[config.mk]
export PLATFORM = sky130hd
export DESIGN_NAME = genome_loader
export DESIGN_NICKNAME = d
export VERILOG_FILES = /design/src/rtl/genome_loader.sv
export SDC_FILE = /design/constraint.sdc
export NUM_CORES = 2
export LEC_CHECK = 0
export CORE_MARGIN = 5
export CORE_UTILIZATION = 40
export DETAILED_ROUTE_END_ITERATION = 12
export GPL_TIMING_DRIVEN = 1
export PLACE_DENSITY = 0.7
export SKIP_CTS_REPAIR_TIMING = 1
export SKIP_LAST_GASP = 1
export SLEW_MARGIN = 30
export SYNTH_ARGS = -nofsm -noshare
export SYNTH_HDL_FRONTEND = slang
export SYNTH_SLANG_ARGS = --single-unit
[constraint.sdc]
create_clock -name clk -period 2.7 [get_ports clk]
set_clock_uncertainty 0.05 [all_clocks]
set_input_delay 0.27 -clock clk [delete_from_list [all_inputs] [get_ports clk]]
set_output_delay 0.27 -clock clk [all_outputs]
set_load 0.03 [all_outputs]
[src/rtl/genome_loader.sv]
// rtl/genome_loader.sv - framed byte-stream chromosome loader with atomic commit; optional readback under GENOME_READBACK_EN
module genome_loader #(
    parameter int          NUM_LES   = 25,
    parameter int          LE_BITS   = 15,
    parameter int          NUM_OUTS  = 8,
    parameter int          OUT_BITS  = 6,
    parameter logic [7:0]  SYNC_BYTE = 8'hA5
) (
    input  logic                          clk,
    input  logic                          rst_n,
    input  logic [7:0]                    in_data,
    input  logic                          in_valid,
    output logic                          in_ready,
    output logic [NUM_LES*LE_BITS-1:0]    conf_les,
    output logic [NUM_OUTS*OUT_BITS-1:0]  conf_outs,
    output logic                          conf_valid,
    output logic                          load_done,
    output logic                          load_err
`ifdef GENOME_READBACK_EN
    ,
    input  logic                          rb_req,
    output logic [7:0]                    rb_data,
    output logic                          rb_valid,
    input  logic                          rb_ready,
    output logic                          rb_busy
`endif
);
    localparam int LES_W     = NUM_LES * LE_BITS;
    localparam int OUTS_W    = NUM_OUTS * OUT_BITS;
    localparam int TOTAL     = LES_W + OUTS_W;
    localparam int PAY_BYTES = (TOTAL + 7) / 8;
    localparam int CW        = $clog2(PAY_BYTES + 1);
    localparam logic [CW-1:0] LAST_IDX = CW'(PAY_BYTES - 1);

    typedef enum logic [1:0] {S_IDLE, S_PAYLOAD, S_CHECK, S_COMMIT} state_t;

    state_t             r_state;
    state_t             w_next;
    logic               r_run;
    logic [CW-1:0]      r_cnt;
    logic [7:0]         r_acc;
    logic [TOTAL-1:0]   r_shadow;
    logic [TOTAL-1:0]   r_conf;
    logic               r_conf_valid;
    logic               r_load_err;
    logic               w_fire;
    logic               w_sum_ok;

    // r_run keeps in_ready low for the cycle in which reset is being applied
    assign in_ready   = r_run && (r_state != S_COMMIT);
    assign w_fire     = in_valid && in_ready;
    assign w_sum_ok   = (in_data == r_acc);
    assign conf_les   = r_conf[LES_W-1:0];
    assign conf_outs  = r_conf[TOTAL-1:LES_W];
    assign conf_valid = r_conf_valid;
    assign load_done  = (r_state == S_COMMIT);
    assign load_err   = r_load_err;

    always_ff @(posedge clk) begin
        if (!rst_n) begin
            r_state <= S_IDLE;
        end else begin
            r_state <= w_next;
        end
    end

    always_comb begin
        w_next = r_state;
        case (r_state)
            S_IDLE:    if (w_fire && in_data == SYNC_BYTE) w_next = S_PAYLOAD;
            S_PAYLOAD: if (w_fire && r_cnt == LAST_IDX)    w_next = S_CHECK;
            S_CHECK:   if (w_fire) w_next = w_sum_ok ? S_COMMIT : S_IDLE;
            S_COMMIT:  w_next = S_IDLE;
            default:   w_next = S_IDLE;
        endcase
    end

    // The active config is loaded on the checksum edge so it is visible in the COMMIT cycle
    always_ff @(posedge clk) begin
        if (!rst_n) begin
            r_run        <= 1'b0;
            r_cnt        <= '0;
            r_acc        <= '0;
            r_shadow     <= '0;
            r_conf       <= '0;
            r_conf_valid <= 1'b0;
            r_load_err   <= 1'b0;
        end else begin
            r_run      <= 1'b1;
            r_load_err <= 1'b0;
            case (r_state)
                S_IDLE: begin
                    if (w_fire && in_data == SYNC_BYTE) begin
                        r_cnt <= '0;
                        r_acc <= '0;
                    end
                end
                S_PAYLOAD: begin
                    if (w_fire) begin
                        for (int b = 0; b < TOTAL; b++) begin
                            if (r_cnt == CW'(b / 8)) r_shadow[b] <= in_data[b % 8];
                        end
                        r_acc <= r_acc ^ in_data;
                        r_cnt <= r_cnt + 1'b1;
                    end
                end
                S_CHECK: begin
                    if (w_fire) begin
                        if (w_sum_ok) begin
                            r_conf       <= r_shadow;
                            r_conf_valid <= 1'b1;
                        end else begin
                            r_load_err   <= 1'b1;
                        end
                    end
                end
                default: ;
            endcase
        end
    end

`ifdef GENOME_READBACK_EN
    localparam int RBW = $clog2(PAY_BYTES + 2);
    localparam logic [RBW-1:0] RB_CSUM_IDX = RBW'(PAY_BYTES + 1);

    logic                   r_rb_busy;
    logic [RBW-1:0]         r_rb_idx;
    logic [7:0]             r_rb_acc;
    logic [TOTAL-1:0]       r_rb_snap;
    logic [RBW-1:0]         w_rb_k;
    logic [PAY_BYTES*8-1:0] w_rb_flat;
    logic [7:0]             w_rb_byte;
    logic                   w_rb_is_pay;

    // Stream index 0 is the sync byte, 1..PAY_BYTES payload, then the checksum
    assign w_rb_k      = r_rb_idx - RBW'(1);
    assign w_rb_flat   = {{(PAY_BYTES*8-TOTAL){1'b0}}, r_rb_snap};
    assign w_rb_is_pay = (r_rb_idx != '0) && (r_rb_idx != RB_CSUM_IDX);
    assign rb_valid    = r_rb_busy;
    assign rb_busy     = r_rb_busy;

    always_comb begin
        w_rb_byte = '0;
        if (w_rb_is_pay) w_rb_byte = w_rb_flat[{w_rb_k, 3'b000} +: 8];
    end

    always_comb begin
        rb_data = '0;
        if (r_rb_busy) begin
            if (r_rb_idx == '0)               rb_data = SYNC_BYTE;
            else if (r_rb_idx == RB_CSUM_IDX) rb_data = r_rb_acc;
            else                              rb_data = w_rb_byte;
        end
    end

    always_ff @(posedge clk) begin
        if (!rst_n) begin
            r_rb_busy <= 1'b0;
            r_rb_idx  <= '0;
            r_rb_acc  <= '0;
            r_rb_snap <= '0;
        end else if (!r_rb_busy) begin
            if (rb_req) begin
                r_rb_busy <= 1'b1;
                r_rb_idx  <= '0;
                r_rb_acc  <= '0;
                r_rb_snap <= r_conf;
            end
        end else if (rb_ready) begin
            if (w_rb_is_pay) r_rb_acc <= r_rb_acc ^ w_rb_byte;
            if (r_rb_idx == RB_CSUM_IDX) r_rb_busy <= 1'b0;
            r_rb_idx <= r_rb_idx + 1'b1;
        end
    end
`endif

endmodule

==> results_dict.tcl <==
set metrics [dict create \
    status "complete, no violations" \
    grt_pass1_vias 23800 \
    dieArea_um2 89500 \
    rows 106 \
    hold_depth 3 \
    period_share 0.964 \
    ant_nets 0 \
    relSlewSlack 0.319 \
    cp_max_fo 14 \
    synth_cells 3428 \
    die_h_um 299 \
    gp_congestion 0.778 \
    path_class "register to output pin" \
    reg2reg_depth 7 \
    cts_tree "yes" \
    grt_max_degree 152 \
    finish.net_count 3804 \
    wl_per_cell_um 18.9 \
    placed_area_um2 39000 \
    critPathRequiredTime_ps 2380 \
    synth.distinct_cells 43 \
    worst_pin_slew_ps 1020 \
    cp_slowest_cell "clkdlybuf4s50_1" \
    yosysWarnings 0 \
    grt_first_pass_wirelength_mm 143 \
    clockBufferDepth 3 \
    clock_sinks 865 \
    ff2ff_setup_slack_ps 220 \
    min_path_type "primary input to register" \
    min_to "r_conf[407]" \
    insertion_delay_ps 620 \
    drt_iter0_drc 1491 \
    crit_start "r_state[1]" \
    die_w_um 299 \
    core-area_um2 83300 \
    ys_seq_elements 865 \
    setup_tns_ps 0 \
    cp_num_buf_inv 2 \
    fin_total_pwr_uw 26000 \
    initial_core_util 0.402 \
    avgViaCountPerCell 4.97 \
    drc 0 \
    path_delay_family "buffers and inverters" \
    ios 438 \
    cts_root_buffer "clkbuf_16" \
    maxSlewViolCount 0 \
    power_density_nw_per_um2 618 \
    syn2layout_area_growth_pct 25.6 \
    hold_violations 0 \
    max-cap-violations 0 \
    clkSlewWorstSetupHoldPaths_ps 60 \
    post-route-min-period_ps 2600 \
    setup_violations 0 \
    vias 24600 \
    r2r-start "r_cnt[0]" \
    gr-usage-all-layers 0.199 \
    critical_path_arrival_ps 2280 \
    hold-worst-slack_ps 25.5 \
    worst_slack_ps 96.2 \
    synth_edf_count 0 \
    synth_fp_nets 3443 \
    rsz0062_at_grt "false" \
    startpoint_type "register" \
    pre_cts_slack_ps 204 \
    design_area_um2 42000 \
    drive_above_1_share 0.0824 \
    critPathCaptureType "output pin" \
    ys_dominant_reg_cell "dfxtp_1" \
    fmaxAchievable_mhz 384 \
    synthArstFlopShare 0 \
    cts_buffers 91 \
    drt_wl_total_mm 93.6 \
    n_fill_cell 7536 \
    first_pass_iters 5 \
    hpwl_mm 58.6 \
    path_cells "buf_4 > and2_1 > clkdlybuf4s50_1" \
    min-delay-start "rst_n" \
    seq_area_frac_synth 0.518 \
    multi_input_area_um2 14800 \
    antenna_found_initial 3 \
    vdd_drop_max_mv 0.401 \
    cpPeakStageDelay_ps 790 \
    p_leak_uw 0.0145 \
    reg2reg_to "r_shadow[291]" \
    io_buffers 437 \
    htreeDepth 3 \
    area.sequential_um2 17300 \
    overflow 0 \
    avgSynthCellArea_um2 9.76 \
    syn-cell-area_um2 33400 \
]
==> power breakdown <==
| part | internal, µW | switching [µW] |
|---|---|---|
| clock network | 7380 | 5190 |
| registers | 12800 | 2.15 |
| logic | 104 | 522 |
==> worst register-to-register path: cells and delay by family (launching register included) <==
kind | cells | cell delay (ps)
and+or+nand+nor | 3 | 900
adders and majority gates | 1 | 470
buffers and inverters | 2 | 390
DFF | 1 | 360
muxes | 1 | 220
==> sequential cells by signal (all words and copies together), names as in the netlist <==
name        cells
r_conf        423
r_shadow      423
r_state         2
load_err        1
conf_valid      1
r_acc           8
r_cnt           6
r_run           1
==> metal layers <==
metal | wire length (µm) | track usage | vias to the layer above
met5 | 0 | 0 | -
met4 | 2240 | 0.0628 | 0
met1 | 42200 | 0.265 | 11900
met2 | 44900 | 0.332 | 547
li1 | - | - | 12000
met3 | 4240 | 0.0343 | 120
==> cell usage after synthesis, drive strengths merged (2+ instances only) <==
cell type | number | share of area
dfxtp | 865 | 0.52
nand2 | 852 | 0.096
mux2i | 846 | 0.25
nor2 | 438 | 0.049
clkbuf | 199 | 0.022
buf | 81 | 0.020
nand3b | 17 | 0.0038
nand4 | 16 | 0.0052
nor4 | 15 | 0.0082
nor3 | 14 | 0.0055
a21oi | 12 | 0.0018
nor4b | 12 | 0.0031
o31ai | 8 | 0.0018
xor2 | 8 | 0.0021
nand3 | 6 | 0.00090
o21ai | 5 | 0.00075
ha | 4 | 0.0015
nor2b | 4 | 0.00075
inv | 3 | 0.00034
nand2b | 3 | 0.00056
nor4bb | 3 | 0.00090
a31oi | 2 | 0.00037
and2 | 2 | 0.00037
and4b | 2 | 0.00060
nand4b | 2 | 0.0012
o21a | 2 | 0.00045
==> logic make-up (layout without fill, tap and decap cells) <==
logic type	count (synthesis)	in the layout	share of synthesized area
mux	846	846	0.253
xor+xnor	8	8	0.00209
simple gates	1389	1389	0.177
fa+ha+maj	4	4	0.00150
buf+inv	283	713	0.0425
flops	865	865	0.518
compound gates	33	33	0.00621
other cells	0	3	0
==> layout make-up <==
| type | instances | share of cell area |
|---|---|---|
| sequential | 865 | 0.412 |
| multi-input combinational | 2280 | 0.352 |
| timing repair buffer | 548 | 0.131 |
| clock buffer | 125 | 0.0604 |
| tap | 1080 | 0.0322 |
| clock inverter | 37 | 0.0111 |
| inverter | 3 | 0.000447 |
| antenna | 3 | 0.000179 |
==> layout by cell type, fill, tap and decap left out, types with 6 or more instances in the layout <==
| cell | instances |
|---|---|
| nand2_1 | 852 |
| clkbuf_16 | 92 |
| dfxtp_1 | 863 |
| nor4_4 | 12 |
| buf_12 | 25 |
| o31ai_1 | 8 |
| a21oi_1 | 12 |
| clkdlybuf4s50_1 | 427 |
| buf_4 | 90 |
| bufinv_16 | 8 |
| nor4b_2 | 12 |
| clkinv_2 | 13 |
| nor3_4 | 8 |
| mux2i_1 | 846 |
| nand4_2 | 12 |
| xor2_1 | 8 |
| nand3b_1 | 17 |
| clkbuf_8 | 11 |
| nor2_1 | 437 |
| clkbuf_1 | 22 |
| nand3_1 | 6 |
==> worst max-delay path by stage <==
stage | end | slack (ps) | depth (start not counted)
2_1_floorplan | r_shadow[32] | 640 | 7
3_3_place_gp | r_shadow[289] | 230 | 7
3_5_place_dp | r_shadow[11] | 200 | 6
4_1_cts | in_ready | 40 | 4
5_1_grt | load_done | 9 | 2
6_report | load_done | 100 | 3
==> per-stage QoR <==
stage | util | instances
finish | 0.504 | 4941
detailed placement | 0.468 | 4774
CTS | 0.504 | 4936
global placement | 0.468 | 4774
floorplan | - | 3428
global route | 0.504 | 4941
Note: power is estimated with default switching activity, not from simulation.
